File: src/rtl/vit_sym_fetch.sv
// Symbol fetch stage between the soft-symbol FIFO and the branch-metric unit.
// Absorbs the FIFO's registered read latency in a 2-entry buffer and tags each pair with its frame position.
module vit_sym_fetch #(
    parameter int WIDTH     = 16,
    parameter int FRAME_LEN = 64,
    parameter int TAIL_LEN  = 6
) (
    input  logic                         clk,
    input  logic                         rst_n,
    input  logic                         en,
    input  logic                         flush,
    input  logic                         fifo_empty,
    output logic                         fifo_rd_en,
    input  logic [WIDTH-1:0]             fifo_dout,
    output logic                         sym_valid,
    input  logic                         sym_ready,
    output logic [WIDTH/2-1:0]           sym_r0,
    output logic [WIDTH/2-1:0]           sym_r1,
    output logic [$clog2(FRAME_LEN)-1:0] sym_idx,
    output logic                         sym_first,
    output logic                         sym_last,
    output logic                         sym_tail,
    output logic                         frame_done
);

    localparam int SYM_W = WIDTH / 2;
    localparam int IDX_W = $clog2(FRAME_LEN);
    localparam logic [IDX_W-1:0] LAST_IDX = IDX_W'(FRAME_LEN - 1);
    localparam logic [IDX_W-1:0] TAIL_IDX = IDX_W'(FRAME_LEN - TAIL_LEN);

    logic [1:0]       occ_q, occ_d;
    logic             inflight_q, inflight_d;
    logic [WIDTH-1:0] slot0_q, slot0_d;
    logic [WIDTH-1:0] slot1_q, slot1_d;
    logic [IDX_W-1:0] idx_q, idx_d;
    logic             frame_done_q, frame_done_d;

    logic             xfer;
    logic [1:0]       occ_after;
    logic [2:0]       demand;

    assign sym_valid  = (occ_q != 2'd0);
    assign sym_r0     = slot0_q[SYM_W-1:0];
    assign sym_r1     = slot0_q[WIDTH-1:SYM_W];
    assign sym_idx    = idx_q;
    assign sym_first  = sym_valid && (idx_q == '0);
    assign sym_last   = sym_valid && (idx_q == LAST_IDX);
    assign sym_tail   = sym_valid && (idx_q >= TAIL_IDX);
    assign frame_done = frame_done_q;

    // Slot 0 is always the head; an arriving word lands in the first slot left free after this cycle's read.
    always_comb begin
        xfer         = sym_valid && sym_ready;
        occ_after    = occ_q - {1'b0, xfer};
        demand       = {1'b0, occ_after} + {2'b00, inflight_q};
        fifo_rd_en   = en && !flush && !fifo_empty && (demand < 3'd2);

        occ_d        = occ_q;
        inflight_d   = fifo_rd_en;
        slot0_d      = slot0_q;
        slot1_d      = slot1_q;
        idx_d        = idx_q;
        frame_done_d = 1'b0;

        if (flush) begin
            occ_d        = 2'd0;
            idx_d        = '0;
        end else begin
            frame_done_d = xfer && (idx_q == LAST_IDX);
            if (xfer) begin
                slot0_d = slot1_q;
                idx_d   = (idx_q == LAST_IDX) ? '0 : idx_q + IDX_W'(1);
            end
            if (inflight_q) begin
                if (occ_after == 2'd0) begin
                    slot0_d = fifo_dout;
                end else begin
                    slot1_d = fifo_dout;
                end
                occ_d = occ_after + 2'd1;
            end else begin
                occ_d = occ_after;
            end
        end
    end

    always_ff @(posedge clk or negedge rst_n) begin
        if (!rst_n) begin
            occ_q        <= 2'd0;
            inflight_q   <= 1'b0;
            slot0_q      <= '0;
            slot1_q      <= '0;
            idx_q        <= '0;
            frame_done_q <= 1'b0;
        end else begin
            occ_q        <= occ_d;
            inflight_q   <= inflight_d;
            slot0_q      <= slot0_d;
            slot1_q      <= slot1_d;
            idx_q        <= idx_d;
            frame_done_q <= frame_done_d;
        end
    end

    occ_bound_a: assert property (@(posedge clk) disable iff (!rst_n)
        ({1'b0, occ_q} + {2'b00, inflight_q}) <= 3'd2);

    no_pop_empty_a: assert property (@(posedge clk) disable iff (!rst_n)
        fifo_empty |-> !fifo_rd_en);

endmodule

File: config.mk
export PLATFORM = sky130hd
export DESIGN_NAME = vit_sym_fetch
export DESIGN_NICKNAME = d
export VERILOG_FILES = /design/src/rtl/vit_sym_fetch.sv
export SDC_FILE = /design/constraint.sdc
export NUM_CORES = 1
export LEC_CHECK = 0
export ABC_AREA = 1
export CORE_UTILIZATION = 53
export DETAILED_ROUTE_END_ITERATION = 8
export GPL_ROUTABILITY_DRIVEN = 0
export PLACE_DENSITY = 0.95
export SYNTH_ARGS = -nofsm -noshare
export SYNTH_HDL_FRONTEND = slang
export SYNTH_SLANG_ARGS = --single-unit
File: constraint.sdc
create_clock -name clk -period 3.3 [get_ports clk]
set_input_delay 0.33 -clock clk [delete_from_list [all_inputs] [get_ports clk]]
set_output_delay 0.33 -clock clk [all_outputs]
set_load 0.01 [all_outputs]
==> results.sh, run 1 <==
export IMPL_status="complete, no violations"
export IMPL_met2_length_um=2493
export IMPL_n_antenna_cell=0
export IMPL_wl_met3_um=312
export IMPL_dr_total_vias=2018
export IMPL_setup_viol=0
export IMPL_fin_total_pwr_mw=1.207
export IMPL_wl_um=4842
export IMPL_die_x_um=65.22
export IMPL_synthesis_area_sq_um=2118
export IMPL_synth_nets=305
export IMPL_boundaryPins=50
export IMPL_final_cell_count_no_fill=375
export IMPL_grt_pass1_vias=1860
export IMPL_start_util_pct=56.58
export IMPL_rows=22
export IMPL_synthTopCellsByCount="58 x nand2_1, 55 x nor2_1, 42 x dfrtp_1"
export IMPL_grt_max_degree=43
export IMPL_start_kind="primary input"
export IMPL_cts_tree="yes"
export IMPL_cpPeakStageDelay_ps=580
export IMPL_hold_slack_ps=156.5
export IMPL_cts_buffers=5
export IMPL_synth_cell_types=20
export IMPL_drv_slew=0
export IMPL_yosysTopAreaCellShare_pct=49.62
export IMPL_wl_per_cell_um=12.91
export IMPL_cp_required_ps=2970
export IMPL_rsz0062_at_grt="false"
export IMPL_nets=351
export IMPL_worstPathCellList="clkdlybuf4s50_1 -> inv_1 -> nand2_1 -> nand2_1 -> nand2_1 -> nand2_1 -> nor3_1 -> clkdlybuf4s50_1"
export IMPL_port_buffer_count=49
export IMPL_powerDensity_nw_per_um2=445.9
export IMPL_hold_buffers=0
export IMPL_yosys_top_cells_area="dfrtp_1 50%, nand2_1 10%, nor2_1 9.7%, nand3_1 5.9%, nand4_1 5.6%"
export IMPL_place_hpwl_um=3349
export IMPL_synth_seq_area_share_pct=49.62
export IMPL_leakagePower_nw=1.321
export IMPL_multiInputGateArea_sq_um=878.3
export IMPL_fp_dieH_um=65.22
export IMPL_ir_worst_vdd_uv=357.8
export IMPL_place_inst=367
export IMPL_synth_edf_count=0
export IMPL_htree_levels=2
export IMPL_path_common_cell="nand2_1"
export IMPL_synthFlopType="dfrtp_1"
export IMPL_crit_path_top_delay_cell="clkdlybuf4s50_1"
export IMPL_synthArstFlopShare_pct=100.0
export IMPL_grt_pass1_wl_um=8004
export IMPL_cts_root_buf="clkbuf_8"
export IMPL_clk_latency_ps=300
export IMPL_final_setup_tns_ps=0
export IMPL_ant_nets=0
export IMPL_worst_clock_skew_ps=7.803
export IMPL_dr_pass1_iters=5
export IMPL_worstSetupPathType="primary input to primary output"
export IMPL_drc_errors=0
export IMPL_syn_to_final_growth_pct=27.82
export IMPL_path_clk_slew_ps=80
export IMPL_cts_sinks=42
export IMPL_worstMarginPinSlew_ps=916.7
export IMPL_drt_iter0_markers=201
export IMPL_fmax_mhz=413.6
export IMPL_antenna_found_initial=0
export IMPL_ys_ff_latch=42
export IMPL_fin_crit_sh_pct=73.27
export IMPL_grt_total_usage_pct=24.63
export IMPL_vias_per_cell=5.381
export IMPL_dieArea_sq_um=4254
export IMPL_arrival_ps=2090
export IMPL_hold_path_class="primary input to asynchronous set/reset pin"
export IMPL_cts_resized=0
export IMPL_grt_overflow=0
export IMPL_cp_max_fo=5
export IMPL_finalCriticalPeriod_ps=2418
export IMPL_core_sq_um=3744
export IMPL_drv_cap=0
export IMPL_topRoutingLayerUsed="met4"
export IMPL_yosys_area_top_type="dfrtp_1"
export IMPL_regArea_sq_um=1051
export IMPL_slew_headroom_pct=38.89
export IMPL_drive_above_1_share_pct=5.199
export IMPL_synth_most_common_cell="nand2_1"
export IMPL_yosysWarnings=0
export IMPL_clockBufferDepth=2
export IMPL_synth_avg_cell_area_sq_um=7.565
export IMPL_end_kind="primary output"
export IMPL_drt_met1_wl_um=1990
export IMPL_hold_viol_final=0
export IMPL_fill_cells=291
export IMPL_synth_cells=280
export IMPL_post_cts_buffers=0
==> worst max-delay path, delay by kind of cell <==
| family | cells | cell delay, ps |
|---|---|---|
| buffers and inverters | 3 | 1170 |
| and+or+nand+nor | 5 | 590 |
==> metal layers <==
metal  global-route usage [%]  vias to the layer above
met2                    42.27                       86
met1                    30.03                      937
met4                    8.967                        0
li1                         -                      988
met3                    5.729                        7
met5                        0                        -
==> through the flow <==
stage,area [sq um],setup slack (ps),util (%)
detailed placement,2621,903.2,70.02
finish,2708,882.0,72.33
CTS,2708,880.4,72.33
floorplan,2118,1817,-
global route,2708,769.1,72.33
global placement,2621,961.7,70.02
==> power breakdown <==
| part | internal [mW] | switching, mW | total, mW |
|---|---|---|---|
| sequential | 0.577 | 0.0359 | 0.613 |
| combinational | 0.146 | 0.120 | 0.266 |
| clock | 0.149 | 0.179 | 0.328 |
| total | 0.872 | 0.335 | 1.21 |
==> worst paths after layout <==
| kind | from | endpoint | slack [ps] | cells after the start |
|---|---|---|---|---|
| min in group clk | slot1_q[6] | slot1_q[6] | 500 | 2 |
| setup reg to reg | inflight_q | slot0_q[12] | 1280 | 4 |
| setup / recovery | sym_ready | fifo_rd_en | 880 | 8 |
| hold / removal | rst_n | slot0_q[5] | 160 | 1 |
| hold reg to reg | slot1_q[6] | slot1_q[6] | 500 | 2 |
| max in group asynchronous | rst_n | slot1_q[9] | 2560 | 1 |
==> sequential cells by signal (all words and copies together) (netlist names) <==
register / flops
occ_q: 2
inflight_q: 1
slot1_q: 16
frame_done: 1
sym_idx: 6
slot0_q: 16
==> area by class of cell <==
cell class / count / share of cell area, %
clock inverters: 2 / 0.5083
inverters: 31 / 4.298
clock buffers: 6 / 2.680
well taps: 48 / 2.218
repair buffers: 53 / 19.04
flip-flops and latches: 42 / 38.82
multi-input cells: 193 / 32.44
==> placed cells by master, fill, tap and decap left out <==
cell type / n
nand2_1: 58
nor2_1: 55
clkdlybuf4s50_1: 48
dfrtp_1: 42
inv_1: 30
nand3_1: 25
o21ai_0: 21
nand4_1: 19
clkbuf_8: 5
a21oi_1: 4
buf_4: 4
ha_1: 3
nor2_2: 2
nor3_1: 2
nor4_1: 2
inv_2: 1
nand2_2: 1
or2_2: 1
clkinv_2: 1
clkinv_4: 1
clkbuf_1: 1
buf_2: 1
==> cell families after synthesis <==
kind of cell / Yosys count / synth area share, %
buffers and inverters: 45 / 8.919
adders and majority gates: 3 / 1.772
DFF: 42 / 49.62
AOI/OAI and AO/OA: 25 / 5.907
and+or+nand+nor: 165 / 33.79
(Power assumes the default switching activity.)
==> run 2: changes to the inputs <==
--- a/config.mk
+++ b/config.mk
@@ -6,10 +6,10 @@
 export NUM_CORES = 1
 export LEC_CHECK = 0
 export ABC_AREA = 1
-export CORE_UTILIZATION = 53
+export CORE_UTILIZATION = 45
 export DETAILED_ROUTE_END_ITERATION = 8
 export GPL_ROUTABILITY_DRIVEN = 0
-export PLACE_DENSITY = 0.95
+export PLACE_DENSITY = 0.87
 export SYNTH_ARGS = -nofsm -noshare
 export SYNTH_HDL_FRONTEND = slang
 export SYNTH_SLANG_ARGS = --single-unit
==> constraint.sdc (replaced) <==
create_clock -name clk -period 2.11 [get_ports clk]
set_input_delay 0.211 -clock clk [delete_from_list [all_inputs] [get_ports clk]]
set_output_delay 0.211 -clock clk [all_outputs]
set_load 0.01 [all_outputs]
==> run 2 against run 1 <==
Against the previous run:
- the run now ends with DRC left
- clock power grew 65%
- register-to-register slack lost 860 ps
- flip-flop and latch count is the same
- total power grew 60%
- via count grew 0.94%
- largest cell class unchanged
- global-route usage shrank 3.4 points
==> results.sh, run 2 (synthesized netlist as in run 1, its figures left out) <==
export IMPL_dieArea_sq_um=4986
export IMPL_rows=24
export IMPL_cts_buffers=5
export IMPL_fin_total_pwr_mw=1.928
export IMPL_hold_path_class="primary input to asynchronous set/reset pin"
export IMPL_n_antenna_cell=0
export IMPL_place_inst=379
export IMPL_final_util_pct=63.77
export IMPL_place_hpwl_um=3292
export IMPL_hold_slack_ps=407.4
export IMPL_cp_max_fo=4
export IMPL_nets=362
export IMPL_postPlaceCellArea_sq_um=2699
export IMPL_leakagePower_nw=1.415
export IMPL_finalCriticalPeriod_ps=1982
export IMPL_antenna_found_initial=0
export IMPL_multiInputGateArea_sq_um=890.9
export IMPL_setup_ws_ps=128.4
export IMPL_dr_total_vias=2037
export IMPL_dr_pass1_iters=6
export IMPL_cts_root_buf="clkbuf_8"
export IMPL_arrival_ps=1770
export IMPL_boundaryPins=50
export IMPL_path_clk_slew_ps=80
export IMPL_grt_overflow=0
export IMPL_wl_um=4920
export IMPL_final_cell_mix="58 x nand2_1, 55 x nor2_1, 45 x clkdlybuf4s50_1"
export IMPL_hold_viol_final=0
export IMPL_postLayoutCellArea_sq_um=2834
export IMPL_port_buffer_count=49
export IMPL_cts_tree="yes"
export IMPL_end_kind="primary output"
export IMPL_drt_iter0_markers=223
export IMPL_drc_errors=8
export IMPL_final_setup_tns_ps=0
export IMPL_wl_met3_um=220
export IMPL_grt_total_usage_pct=21.22
export IMPL_regArea_sq_um=1054
export IMPL_htree_levels=2
export IMPL_fill_cells=386
export IMPL_layout_commonest_cell="nand2_1"
export IMPL_dp_slack_ps=60.10
export IMPL_ir_worst_vdd_uv=366.9
export IMPL_grt_pass1_wl_um=8238
export IMPL_fin_crit_sh_pct=93.92
export IMPL_cts_sinks=42
export IMPL_worst_clock_skew_ps=5.523
export IMPL_grt_pass1_vias=1851
export IMPL_violations="DRC"
export IMPL_slew_headroom_pct=60.33
export IMPL_ant_nets=0
export IMPL_cp_required_ps=1900
export IMPL_powerDensity_nw_per_um2=680.1
export IMPL_fmax_mhz=504.6
export IMPL_start_util_pct=47.66
export IMPL_final_cell_count_no_fill=390
export IMPL_clk_latency_ps=300
export IMPL_grt_max_degree=43
export IMPL_wl_per_cell_um=12.62
export IMPL_setup_viol=0
export IMPL_met2_length_um=2389
export IMPL_start_kind="flop"
export IMPL_rsz0062_at_grt="false"
export IMPL_drv_slew=0
export IMPL_drive_above_1_share_pct=8.876
export IMPL_worstSetupPathType="flop to primary output"
export IMPL_worstMarginPinSlew_ps=588.9
export IMPL_status="finished with violations"
export IMPL_topRoutingLayerUsed="met4"
export IMPL_vias_per_cell=5.223
export IMPL_drt_met1_wl_um=2214
export IMPL_die_x_um=70.61
export IMPL_syn_to_final_growth_pct=33.79
export IMPL_drv_cap=0
export IMPL_core_sq_um=4444
export IMPL_fp_dieH_um=70.61
export IMPL_clockBufferDepth=2
-- run 2: changes by cell type in the layout (fill, tap and decap cells not counted) --
cell             delta
buf_12              +1
buf_4               +9
dlymetal6s2s_1      +2
dlygate4sd2_1       +1
ha_1                -1
dfrtp_1             -2
clkinv_4            -1
dfrtp_2             +2
dlygate4sd3_1       +1
clkbuf_8            +1
ha_4                +1
clkdlybuf4s50_1     -3
-- run 2: path summary, 6_finish.rpt --
check / cells past startpoint / endpoint / slack (ps) / start
setup / recovery: 6 / sym_last / 130 / sym_idx[0]
hold / removal: 3 / slot0_q[3] / 410 / rst_n
setup reg to reg: 6 / slot0_q[7] / 420 / inflight_q
hold reg to reg: 2 / slot1_q[15] / 500 / slot1_q[15]
max in group asynchronous: 3 / sym_idx[1] / 1480 / rst_n
min in group clk: 2 / inflight_q / 460 / fifo_empty
-- run 2: repair_timing --
action                                  CTS  global route
endpoints found under the setup margin    2             3
cloned                                    0             0
hold buffers                              1             0
resized for setup                         1             6
hold endpoints to repair                 42             0
setup buffers                             2             0
-- run 2: report_power, final --
group	switching [mW]	leakage [nW]	internal, mW	total [mW]
Sequential	0.0546	0.536	0.903	0.957
Combinational	0.191	0.831	0.238	0.429
Clock	0.277	0.0482	0.264	0.541
Total	0.523	1.41	1.40	1.93
-- run 2: final cells by class --
class	instances	area share, %
clock buffers	7	3.046
clock inverters	1	0.1766
inverters	31	4.106
multi-input cells	193	31.43
flip-flops and latches	42	37.17
well taps	52	2.296
repair buffers	64	21.77
-- run 2: routing by layer --
metal  GRT usage, %  vias up
met2          34.95       60
met5              0        -
met3          3.561        7
li1               -     1006
met4          11.11        0
met1          27.13      964
-- run 2: critical path, cell delays in order, from the launching register on --
cell and delay (ps):
dfrtp_2 420, ha_4 160, inv_1 40, nor2_1 130, nand2_1 100, nor2_1 100, clkdlybuf4s50_1 540
==> run 3: changes to the inputs <==
--- a/config.mk
+++ b/config.mk
@@ -6,6 +6,7 @@
 export NUM_CORES = 1
 export LEC_CHECK = 0
 export ABC_AREA = 1
+export CORE_ASPECT_RATIO = 2
 export CORE_UTILIZATION = 45
 export DETAILED_ROUTE_END_ITERATION = 8
 export GPL_ROUTABILITY_DRIVEN = 0
==> run 3 against run 2 <==
Against the previous run:
- the flow now finishes without violations
- critical path depth down 1
- fmax grew 0.34%
- worst setup slack improved by 6.7 ps
- hold slack lost 130 ps
- global-route usage is 0.70 points higher
- flip-flop and latch count unchanged
- sequential power hardly changed
==> results.sh, run 3 (synthesized netlist as in run 1, its figures left out) <==
export IMPL_status="complete, no violations"
export IMPL_drt_iter0_markers=58
export IMPL_final_cell_mix="58 x nand2_1, 55 x nor2_1, 45 x clkdlybuf4s50_1"
export IMPL_rsz0062_at_grt="false"
export IMPL_worst_clock_skew_ps=6.935
export IMPL_setup_viol=0
export IMPL_swShare_pct=27.60
export IMPL_grt_pass1_vias=1974
export IMPL_slew_headroom_pct=60.39
export IMPL_layout_commonest_cell="nand2_1"
export IMPL_cts_sinks=42
export IMPL_drv_slew=0
export IMPL_r2r_cells=6
export IMPL_setup_ws_ps=135.1
export IMPL_rows=35
export IMPL_wl_um=5031
export IMPL_hold_path_class="primary input to asynchronous set/reset pin"
export IMPL_drc_errors=0
export IMPL_ir_worst_vdd_uv=666.9
export IMPL_antenna_found_initial=0
export IMPL_final_util_pct=61.76
export IMPL_drv_cap=0
export IMPL_cp_max_fo=4
export IMPL_fill_cells=410
export IMPL_cp_required_ps=1900
export IMPL_p_int_mw=1.373
export IMPL_finalCriticalPeriod_ps=1975
export IMPL_die_x_um=50.52
export IMPL_syn_to_final_growth_pct=32.78
export IMPL_grt_overflow=0
export IMPL_combPwrFrac_pct=22.7
export IMPL_worstPathCellList="inv_1 -> ha_1 -> nor3_1 -> nor4_1 -> clkdlybuf4s50_1"
export IMPL_cp_num_buf_inv=2
export IMPL_hold_viol_final=0
export IMPL_dp_slack_ps=106.1
export IMPL_start_kind="flop"
export IMPL_wl_per_cell_um=12.80
export IMPL_regArea_sq_um=1052
export IMPL_powerDensity_nw_per_um2=674.2
export IMPL_fin_total_pwr_mw=1.896
export IMPL_place_hpwl_um=3570
export IMPL_htree_levels=2
export IMPL_cpPeakStageDelay_ps=580
export IMPL_fmax_mhz=506.4
export IMPL_arrival_ps=1760
export IMPL_ant_nets=0
export IMPL_final_cell_count_no_fill=393
export IMPL_boundaryPins=50
export IMPL_grt_total_usage_pct=21.92
export IMPL_drive_above_1_share_pct=8.580
export IMPL_grt_max_degree=33
export IMPL_dr_pass1_iters=4
export IMPL_vias_per_cell=5.216
export IMPL_multiInputGateArea_sq_um=880.8
export IMPL_fin_crit_sh_pct=93.60
export IMPL_worstSetupPathType="flop to primary output"
export IMPL_nets=362
export IMPL_port_buffer_count=49
export IMPL_postPlaceCellArea_sq_um=2690
export IMPL_fp_dieH_um=99.03
export IMPL_cts_tree="yes"
export IMPL_pwr_share_clk_pct=26.7
export IMPL_clk_latency_ps=290
export IMPL_start_util_pct=46.51
export IMPL_dieArea_sq_um=5003
export IMPL_path_clk_slew_ps=80
export IMPL_crit_family="buffers and inverters"
export IMPL_hold_slack_ps=276.7
export IMPL_worstMarginPinSlew_ps=587.9
export IMPL_switchingPower_mw=0.5234
export IMPL_final_setup_tns_ps=0
export IMPL_core_sq_um=4554
export IMPL_leakagePower_nw=1.423
export IMPL_grt_pass1_wl_um=8431
export IMPL_clockBufferDepth=2
export IMPL_cts_buffers=5
export IMPL_n_antenna_cell=0
export IMPL_postLayoutCellArea_sq_um=2813
export IMPL_place_inst=382
export IMPL_worstSetupPathDepth=5
export IMPL_dr_total_vias=2050
export IMPL_seqPwrFrac_pct=50.5
export IMPL_end_kind="primary output"
export IMPL_crit_path_top_delay_cell="clkdlybuf4s50_1"
export IMPL_cts_root_buf="clkbuf_8"
run 3: area by class of cell:
cell class                      instances  share of cell area, %
Sequential cell                        42                  37.41
Multi-Input combinational cell        193                  31.32
Timing Repair Buffer                   64                  21.62
Inverter                               31                  4.137
Clock buffer                            6                  2.580
Tap cell                               55                  2.447
Clock inverter                          2                 0.4893
run 3: routing by layer:
layer  up-vias  track usage, %  part of all wire [%]
met4         0           12.39                   2.7
met1       964           24.34                    39
met5         -               0                     0
met3        10           2.469                   3.2
met2        61           38.97                    55
li1       1015               -                     -
run 3: what timing repair did:
action / CTS / global route
pin swaps: 0 / 0
resized for setup: 2 / 3
hold endpoints to repair: 6 / 0
hold buffers: 1 / 0
setup endpoints to repair: 1 / 3
setup buffers: 0 / 2
run 3: worst paths after layout:
path / from / end / slack [ps]
max: sym_idx[0] / sym_tail / 140
min: rst_n / slot0_q[4] / 280
max reg2reg: occ_q[1] / slot0_q[3] / 650
min reg2reg: slot1_q[1] / slot1_q[1] / 500
max in group asynchronous: rst_n / inflight_q / 1330
min in group clk: fifo_empty / inflight_q / 470
run 3: power by group through the flow:
stage | Clock [mW] | Sequential (mW) | Combinational (mW)
finish | 0.507 | 0.958 | 0.431
global route | 0.552 | 0.969 | 0.476
CTS | 0.518 | 0.958 | 0.436
detailed placement | 0 | 0.974 | 0.433
global placement | 0 | 0.969 | 0.424
floorplan | 0 | 1.00 | 0.146
